## config.mk

```make
export PLATFORM = sky130hd
export DESIGN_NAME = uart_tx_ctrl
export DESIGN_NICKNAME = d
export VERILOG_FILES = /design/src/rtl/uart_tx_ctrl_pkg.sv /design/src/rtl/uart_tx_ctrl_baud_tick.sv /design/src/rtl/uart_tx_ctrl.sv
export SDC_FILE = /design/constraint.sdc
export NUM_CORES = 1
export LEC_CHECK = 0
export ABC_AREA = 0
export ABC_CLOCK_PERIOD_IN_PS = 4900
export BUFFER_PORTS_ARGS = -buffer_cell sky130_fd_sc_hd__buf_2
export CORE_AREA = 2 2 62 64
export CTS_CLUSTER_SIZE = 24
export DETAILED_ROUTE_END_ITERATION = 10
export DIE_AREA = 0 0 64 66
export PLACE_DENSITY_LB_ADDON = 0.08
export REMOVE_ABC_BUFFERS = 1
export SLEW_MARGIN = 25
export SYNTH_ARGS = -nofsm -noshare
export SYNTH_HDL_FRONTEND = slang
export SYNTH_SLANG_ARGS = --single-unit
```

## constraint.sdc

```tcl
create_clock -name clk -period 4.9 [get_ports clk]
set_input_delay 0.98 -clock clk [delete_from_list [all_inputs] [get_ports clk]]
set_output_delay 0.98 -clock clk [all_outputs]
set_load 0.005 [all_outputs]
```

## src/rtl/uart_tx_ctrl_pkg.sv

```systemverilog
// Shared definitions for the UART transmit controller and its baud timer.
package uart_tx_ctrl_pkg;

    localparam int unsigned UART_DATA_BITS       = 8;
    localparam int unsigned DEFAULT_CLKS_PER_BIT = 434;
    localparam int unsigned BAUD_CNT_W           = 16;

    // Parity mode selectors for the PARITY_ODD parameter.
    localparam int unsigned PARITY_MODE_EVEN = 0;
    localparam int unsigned PARITY_MODE_ODD  = 1;

    typedef enum logic [2:0] {
        ST_IDLE,
        ST_WAIT,
        ST_START,
        ST_DATA,
        ST_PARITY,
        ST_STOP
    } tx_state_t;

    // XOR over the data byte, inverted for odd parity.
    function automatic logic calc_parity(input logic [UART_DATA_BITS-1:0] data,
                                         input logic                      odd);
        return (^data) ^ odd;
    endfunction

endpackage

```

## src/rtl/uart_tx_ctrl_baud_tick.sv

```systemverilog
// Bit-time timer: counts clk cycles and flags the last cycle of each bit.
module uart_baud_tick
    import uart_tx_ctrl_pkg::*;
#(
    parameter int unsigned CLKS_PER_BIT = DEFAULT_CLKS_PER_BIT
) (
    input  logic clk,
    input  logic rst_n,
    input  logic clear,
    output logic bit_tick
);

    localparam logic [BAUD_CNT_W-1:0] CNT_LAST = BAUD_CNT_W'(CLKS_PER_BIT - 1);
    localparam logic [BAUD_CNT_W-1:0] CNT_ONE  = BAUD_CNT_W'(1);

    logic [BAUD_CNT_W-1:0] count_q;
    logic [BAUD_CNT_W-1:0] count_d;

    assign bit_tick = !clear && (count_q == CNT_LAST);

    // Next count: restart at every bit boundary or while held clear.
    always_comb begin
        count_d = count_q + CNT_ONE;
        if (clear || bit_tick) begin
            count_d = '0;
        end
    end

    // Counter register.
    always_ff @(posedge clk or negedge rst_n) begin
        if (!rst_n) begin
            count_q <= '0;
        end else begin
            count_q <= count_d;
        end
    end

endmodule

```

## src/rtl/uart_tx_ctrl.sv

```systemverilog
// UART transmitter fed from the FIFO read port: pops one byte per frame and
// serialises start, 8 data bits LSB-first, optional parity and stop bit(s).
module uart_tx_ctrl
    import uart_tx_ctrl_pkg::*;
#(
    parameter int unsigned CLKS_PER_BIT = DEFAULT_CLKS_PER_BIT,
    parameter int unsigned PARITY_EN    = 0,
    parameter int unsigned PARITY_ODD   = PARITY_MODE_EVEN,
    parameter int unsigned STOP_BITS    = 1
) (
    input  logic                      clk,
    input  logic                      SYS_reset_n,
    input  logic                      fifo_empty,
    input  logic                      fifo_data_valid,
    input  logic [UART_DATA_BITS-1:0] fifo_data,
    output logic                      fifo_read_request,
    output logic                      tx,
    output logic                      tx_busy,
    output logic                      tx_done
);

    localparam logic [2:0] LAST_DATA_IDX = 3'(UART_DATA_BITS - 1);
    localparam logic       LAST_STOP_IDX = (STOP_BITS > 1);
    localparam logic       ODD_SEL       = (PARITY_ODD != 0);

    tx_state_t                 state_q, state_d;
    logic [UART_DATA_BITS-1:0] shift_q, shift_d;
    logic [2:0]                bit_idx_q, bit_idx_d;
    logic                      parity_q, parity_d;
    logic                      stop_idx_q, stop_idx_d;
    logic                      tx_q, tx_d;
    logic                      busy_q, busy_d;
    logic                      read_req;
    logic                      done;
    logic                      bit_tick;
    logic                      baud_clear;

    // The timer only runs while a frame is on the line.
    assign baud_clear = (state_q == ST_IDLE) || (state_q == ST_WAIT);

    uart_baud_tick #(
        .CLKS_PER_BIT(CLKS_PER_BIT)
    ) u_baud_tick (
        .clk     (clk),
        .rst_n   (SYS_reset_n),
        .clear   (baud_clear),
        .bit_tick(bit_tick)
    );

    // The request is decoded from IDLE so the FIFO sees it in the same cycle;
    // it is gated by reset because IDLE is also the reset state.
    assign fifo_read_request = read_req && SYS_reset_n;
    assign tx                = tx_q;
    assign tx_busy           = busy_q;
    assign tx_done           = done;

    // Next-state, datapath and handshake decode.
    always_comb begin
        state_d    = state_q;
        shift_d    = shift_q;
        bit_idx_d  = bit_idx_q;
        parity_d   = parity_q;
        stop_idx_d = stop_idx_q;
        tx_d       = tx_q;
        busy_d     = busy_q;
        read_req   = 1'b0;
        done       = 1'b0;

        case (state_q)
            ST_IDLE: begin
                if (!fifo_empty) begin
                    read_req = 1'b1;
                    state_d  = ST_WAIT;
                end
            end

            ST_WAIT: begin
                if (fifo_data_valid) begin
                    shift_d    = fifo_data;
                    parity_d   = calc_parity(fifo_data, ODD_SEL);
                    bit_idx_d  = '0;
                    stop_idx_d = 1'b0;
                    tx_d       = 1'b0;
                    busy_d     = 1'b1;
                    state_d    = ST_START;
                end else begin
                    state_d = ST_IDLE;
                end
            end

            ST_START: begin
                if (bit_tick) begin
                    tx_d    = shift_q[0];
                    shift_d = {1'b0, shift_q[UART_DATA_BITS-1:1]};
                    state_d = ST_DATA;
                end
            end

            // tx already carries the current bit; shift_q[0] holds the next one.
            ST_DATA: begin
                if (bit_tick) begin
                    if (bit_idx_q == LAST_DATA_IDX) begin
                        if (PARITY_EN != 0) begin
                            tx_d    = parity_q;
                            state_d = ST_PARITY;
                        end else begin
                            tx_d    = 1'b1;
                            state_d = ST_STOP;
                        end
                    end else begin
                        tx_d      = shift_q[0];
                        shift_d   = {1'b0, shift_q[UART_DATA_BITS-1:1]};
                        bit_idx_d = bit_idx_q + 3'd1;
                    end
                end
            end

            ST_PARITY: begin
                if (bit_tick) begin
                    tx_d    = 1'b1;
                    state_d = ST_STOP;
                end
            end

            ST_STOP: begin
                if (bit_tick) begin
                    if (stop_idx_q == LAST_STOP_IDX) begin
                        done    = 1'b1;
                        busy_d  = 1'b0;
                        state_d = ST_IDLE;
                    end else begin
                        stop_idx_d = 1'b1;
                    end
                end
            end

            default: begin
                state_d = ST_IDLE;
            end
        endcase
    end

    // State and datapath registers; reset drops the line high immediately.
    always_ff @(posedge clk or negedge SYS_reset_n) begin
        if (!SYS_reset_n) begin
            state_q    <= ST_IDLE;
            shift_q    <= '0;
            bit_idx_q  <= '0;
            parity_q   <= 1'b0;
            stop_idx_q <= 1'b0;
            tx_q       <= 1'b1;
            busy_q     <= 1'b0;
        end else begin
            state_q    <= state_d;
            shift_q    <= shift_d;
            bit_idx_q  <= bit_idx_d;
            parity_q   <= parity_d;
            stop_idx_q <= stop_idx_d;
            tx_q       <= tx_d;
            busy_q     <= busy_d;
        end
    end

endmodule

```

== Yosys cells after proc, flatten, opt, wreduce, memory -nomap -nowiden ==
Cells that the tools add are included.
W data, S select, Z words.

* Output and inout port bits: 4
* Register bits after elaboration: 33
* Logic and storage cells: 78
* Bits of input ports: 12

* Add/subtract/negate cells: 2
* Reduce and logical (&&, ||, !) cells: 16
* Muxes and demuxes: 37
* Eq/ne operators: 16

{| class="wikitable"
|+ Operator list
! operator !! count
|-
| $mux W8 || 4
|-
| $mux W3 || 10
|-
| $pmux W8 S3 || 1
|-
| $pmux W3 S6 || 1
|-
| $add A16 B1 Y16 const B || 1
|-
| $eq A16 B9 Y1 const B || 1
|-
| $mux W16 || 1
|-
| $mux W1 || 15
|-
| $ne A2 B2 Y1 const B || 5
|-
| $reduce_and A5 Y1 || 2
|-
| $eq A3 B3 Y1 const B || 3
|-
| $ne A2 B1 Y1 const B || 4
|-
| $reduce_and A4 Y1 || 2
|-
| $reduce_and A7 Y1 || 1
|-
| $eq A3 B2 Y1 const B || 2
|-
| $pmux W3 S2 || 1
|-
| $pmux W1 S2 || 2
|-
| $pmux W1 S4 || 1
|-
| $reduce_bool A2 Y1 || 2
|-
| $reduce_bool A4 Y1 || 1
|-
| $add A3 B1 Y3 const B || 1
|-
| $eq A3 B1 Y1 const B || 1
|-
| $logic_not A3 Y1 || 1
|-
| $reduce_and A3 Y1 || 1
|-
| other kinds (5) || 7
|}

== Depth between registers and ports, before layout ==
* Depth after elaboration: 6
* Depth in mapped cells: 8

== Cells and area by module ==
From an unflattened synthesis, not the netlist that was laid out.

* Cells, all modules: 177
* Area, all modules: 1869.3 um^2

{| class="wikitable"
|+ By module, submodules not included
! module !! seq. area each (um^2) !! cells each !! area an instance (um^2) !! times used
|-
| uart_tx_ctrl || 401.6 || 93 || 967.2 || 1
|-
| uart_baud_tick || 400.4 || 84 || 902.1 || 1
|}

== Worst setup path after synthesis ==
No wires, ideal clock.

* Path kind: flip-flop to output port
* From: register u_baud_tick.count_q[1]
* To: output port tx_done
* Setup slack: 2.604 ns
* Data required time: 3.920 ns
* Data arrival time: 1.316 ns
* Stages on the path, launching flop included: 8
* Buffers on the path: 1
* Cells stage by stage: dfrtp_1 -> inv_1 -> ha_1 -> nor3b_1 -> and4_2 -> buf_6 -> nand2_2 -> nor2_1

* Word-level cells in the longest chain between the ends: 4

{| class="wikitable"
|+ Ends and longest elaborated chain
! what !! line !! source
|-
| start: declaration || uart_tx_ctrl_baud_tick.sv:16 || <nowiki>logic [BAUD_CNT_W-1:0] count_q;</nowiki>
|-
| start signal: assignment || uart_tx_ctrl_baud_tick.sv:34 || <nowiki>count_q <= count_d;</nowiki>
|-
| $eq A16 B9 Y1 || uart_tx_ctrl_baud_tick.sv:19 || <nowiki>assign bit_tick = !clear && (count_q == CNT_LAST);</nowiki>
|-
| $logic_and A1 B1 Y1 || uart_tx_ctrl_baud_tick.sv:19 ||
|-
| $mux W1 || uart_tx_ctrl.sv:126 || <nowiki>if (bit_tick) begin</nowiki>
|-
| $mux W1 || uart_tx_ctrl.sv:69 || <nowiki>case (state_q)</nowiki>
|-
| end: declaration || uart_tx_ctrl.sv:19 || <nowiki>output logic tx_done</nowiki>
|}

Every way passes these cells.

== Worst setup path after layout ==
Ends and elaborated chain as after synthesis.

==> flow_summary.toml <==
[floorplanning]
placeable_area_um2 = 3550
placementRows = 22
io_pins = 16
design.die.area_um2 = 4220
initial_utilization_pct = 48.4
die_w_um = 64
fp.dieH_um = 66

[placed_design]
port-buffer-count = 15
placedInstanceArea_um2 = 1800
routabilityCongestion = 0.753
detailedPlacementHpwl_um = 2230

[pwr]
cellLeakagePower_nw = 0.803
share_clk_of_total_power_pct = 36.6
cellInternalPower_mw = 0.338
ir_drop_mv = 0.117
power_frac_comb_pct = 2.3
swShare_pct = 21.7
switching_power_mw = 0.0936
share_seq_of_total_power_pct = 61.2
power_density_cells_nw_per_um2 = 232

[timing]
finalHoldViolations = 0
min_period_ps = 2910
clock.fmax_mhz = 343
whs_ps = 517
worst_pin_slew_ps = 833
skew_ps = 8.46
finalSetupTns_ps = 0
layout_worst_path_cycle_share_pct = 59.5
setup_violations = 0
slew-limit-headroom_pct = 44.4
timing_max_transition_violations_final = 0
grt_setup_unrepaired = "no"

[routing]
viasPerCell = 5.46
dr.first_iter.drc_count = 64
drc = 0
routed-via-count = 1343
drt-wirelength-per-cell_um = 13.3
drt.antenna.violating_nets = 0
detailedRoute.firstPassIterationCount = 4
routed_wl_um = 3270

[worst_setup_path]
worstPathBufferInverterCount = 2
path_class = "flip-flop to output pin"
setup.worst_path.end_class = "output pin"
critPathRequiredTime_ps = 3920
crit_slowest_cell = "dfrtp_1"
critPathMaxStageDelay_ps = 430
highest_net_fanout_along_the_worst_path = 10
slack_of_the_worst_reg_to_reg_path_ps = 2650
worst-endpoint-arrival_ps = 1930
start_kind = "flip-flop"
cp_cell_sequence = "inv_1, ha_1, nor3b_1, and4_2, nand2_2, nor2_1, buf_2"
critical_path.top_delay_family = "simple AND/OR/NAND/NOR gates"

[layout]
areaGrowthSynthToFinish_pct = 8.23
fillerInstances = 324
diodes = 0
post_route_cells_drive_above_1_share_pct = 15.7
final_cell_area_um2 = 1860
layout_nets = 213

[flow_run]
maxCapViolations = 0

[global_routing]
initial_antenna_violation_count = 0
grt_start_max_net_pins = 34
grt_pass1_vias = 1339
wire_length_of_the_first_global_routing_pass_um = 5800
gr-total-overflow = 0
grt_util_all_layers_pct = 17.9

[cts]
numClockSinks = 32
h-tree-depth = 2
cts-hold-fix-buffers = 0
clk_pin_slew_worst_paths_ps = 100
cts_inserted_buffers = 5
postCtsSetupBuffers = 0
cts_max_path_buffers = 2
post_cts_gate_resize_count = 0
cts_tree = "yes"
clk-insertion-delay-late_ps = 330
ctsRootBufferMaster = "clkbuf_4"

[outcome]
run_status = "complete, no violations"

[logic_synthesis]
synth-seq-cells = 32
synth_sequential_area_ratio_pct = 46.7
async_s_r_ff_share_synth_pct = 100
number_of_instances_in_the_synthesized_netlist = 182
yosys_warnings = 0
synthesis.area_um2 = 1720
synth-main-ff-cell = "dfrtp_1"
avgSynthCellArea_um2 = 9.44
synth_enable_flop_cells = 0
synth.lib_cells_used.distinct = 40

[hold_path]
min-delay-path-class = "flip-flop to flip-flop"
==> worst reg2reg max path: cells and delay by family, from the launching register on <==
| kind | cells | cell delay, ps |
|---|---|---|
| AND/OR/NAND/NOR | 1 | 730 |
| flip-flops | 1 | 590 |
| AO/OA/AOI/OAI | 3 | 810 |
==> cell families (layout without fill, tap and decap cells) <==
group	Yosys count	after routing	share of synthesized area, %
muxes	1	1	0.583
AOI/OAI and AO/OA	30	30	13.2
and+or+nand+nor	88	88	25.1
xor gates and xnor gates	14	14	7.14
DFF	32	32	46.7
buffers and inverters	13	29	4.37
adders and majority gates	4	4	2.91
==> metrics by stage <==
step | total power [mW] | instances | worst slack (ps) | util, %
2_1_floorplan | 0.270 | 175 | 2610 | -
3_3_place_gp | 0.279 | 238 | 1980 | 50.7
3_5_place_dp | 0.279 | 238 | 1950 | 50.7
4_1_cts | 0.440 | 246 | 1950 | 52.4
5_1_grt | 0.457 | 246 | 1730 | 52.4
6_report | 0.432 | 246 | 1990 | 52.4
==> routing by layer <==
metal,routed length (um),vias to the layer above,share of wire [%],track usage (%)
met3,153,4,4.7,5.45
met2,1630,27,50,31.8
met1,1450,645,44,20.3
li1,-,667,-,-
met4,26,0,0.80,6.52
met5,0,-,0,0
==> area by class of cell <==
class	count	area, um2	area share [%]
Inverter	6	22.5	1.21
Clock buffer	8	58.8	3.16
Sequential cell	32	802	43.1
Timing Repair Buffer	15	75.1	4.04
Multi-Input combinational cell	137	841	45.2
Tap cell	48	60.1	3.23
==> registers in the layout (all words and copies together), names as in the netlist <==
register             flops
bit_idx_q                3
shift_q                  8
state_q                  3
tx                       1
tx_busy                  1
u_baud_tick.count_q     16
==> power groups by stage <==
stage / combinational [mW] / clock [mW] / sequential, mW
floorplan: 0.000472 / 0 / 0.269
global placement: 0.00993 / 0 / 0.269
detailed placement: 0.0103 / 0 / 0.269
CTS: 0.0103 / 0.166 / 0.264
global route: 0.0119 / 0.181 / 0.264
finish: 0.00980 / 0.158 / 0.264
==> placed cells by master (no fill, tap or decap), types with 7 or more instances in the layout <==
cell type	n
dfrtp_1	31
xnor2_1	13
nand2_1	12
buf_2	15
nor3_1	8
nor2_1	35
nand3_1	10
o22a_1	7
a21oi_1	9
==> final timing paths <==
path,startpoint,cells after the start,endpoint
hold reg to reg,shift_q[6],1,shift_q[6]
setup / recovery,u_baud_tick.count_q[1],7,tx_done
setup reg to reg,state_q[1],4,shift_q[7]
max in group asynchronous,SYS_reset_n,1,u_baud_tick.count_q[7]
hold / removal,shift_q[6],1,shift_q[6]
min in group asynchronous,SYS_reset_n,1,shift_q[7]
==> synthesized netlist by cell type, drive strengths merged (2+ instances only) <==
master | number | area (um2)
nand2b | 4 | 25.0
nand4 | 4 | 25.0
o311ai | 3 | 33.8
buf | 6 | 48.8
nand3 | 10 | 50.1
dfrtp | 31 | 776
nor2 | 35 | 131
nor4 | 6 | 43.8
inv | 6 | 22.5
and4 | 2 | 18.8
a21oi | 11 | 62.6
ha | 4 | 50.1
nand2 | 13 | 51.3
nor3 | 8 | 40.0
o21ai | 4 | 31.3
xnor2 | 13 | 114
o22a | 7 | 61.3
Note: power is estimated with default switching activity, not from simulation.
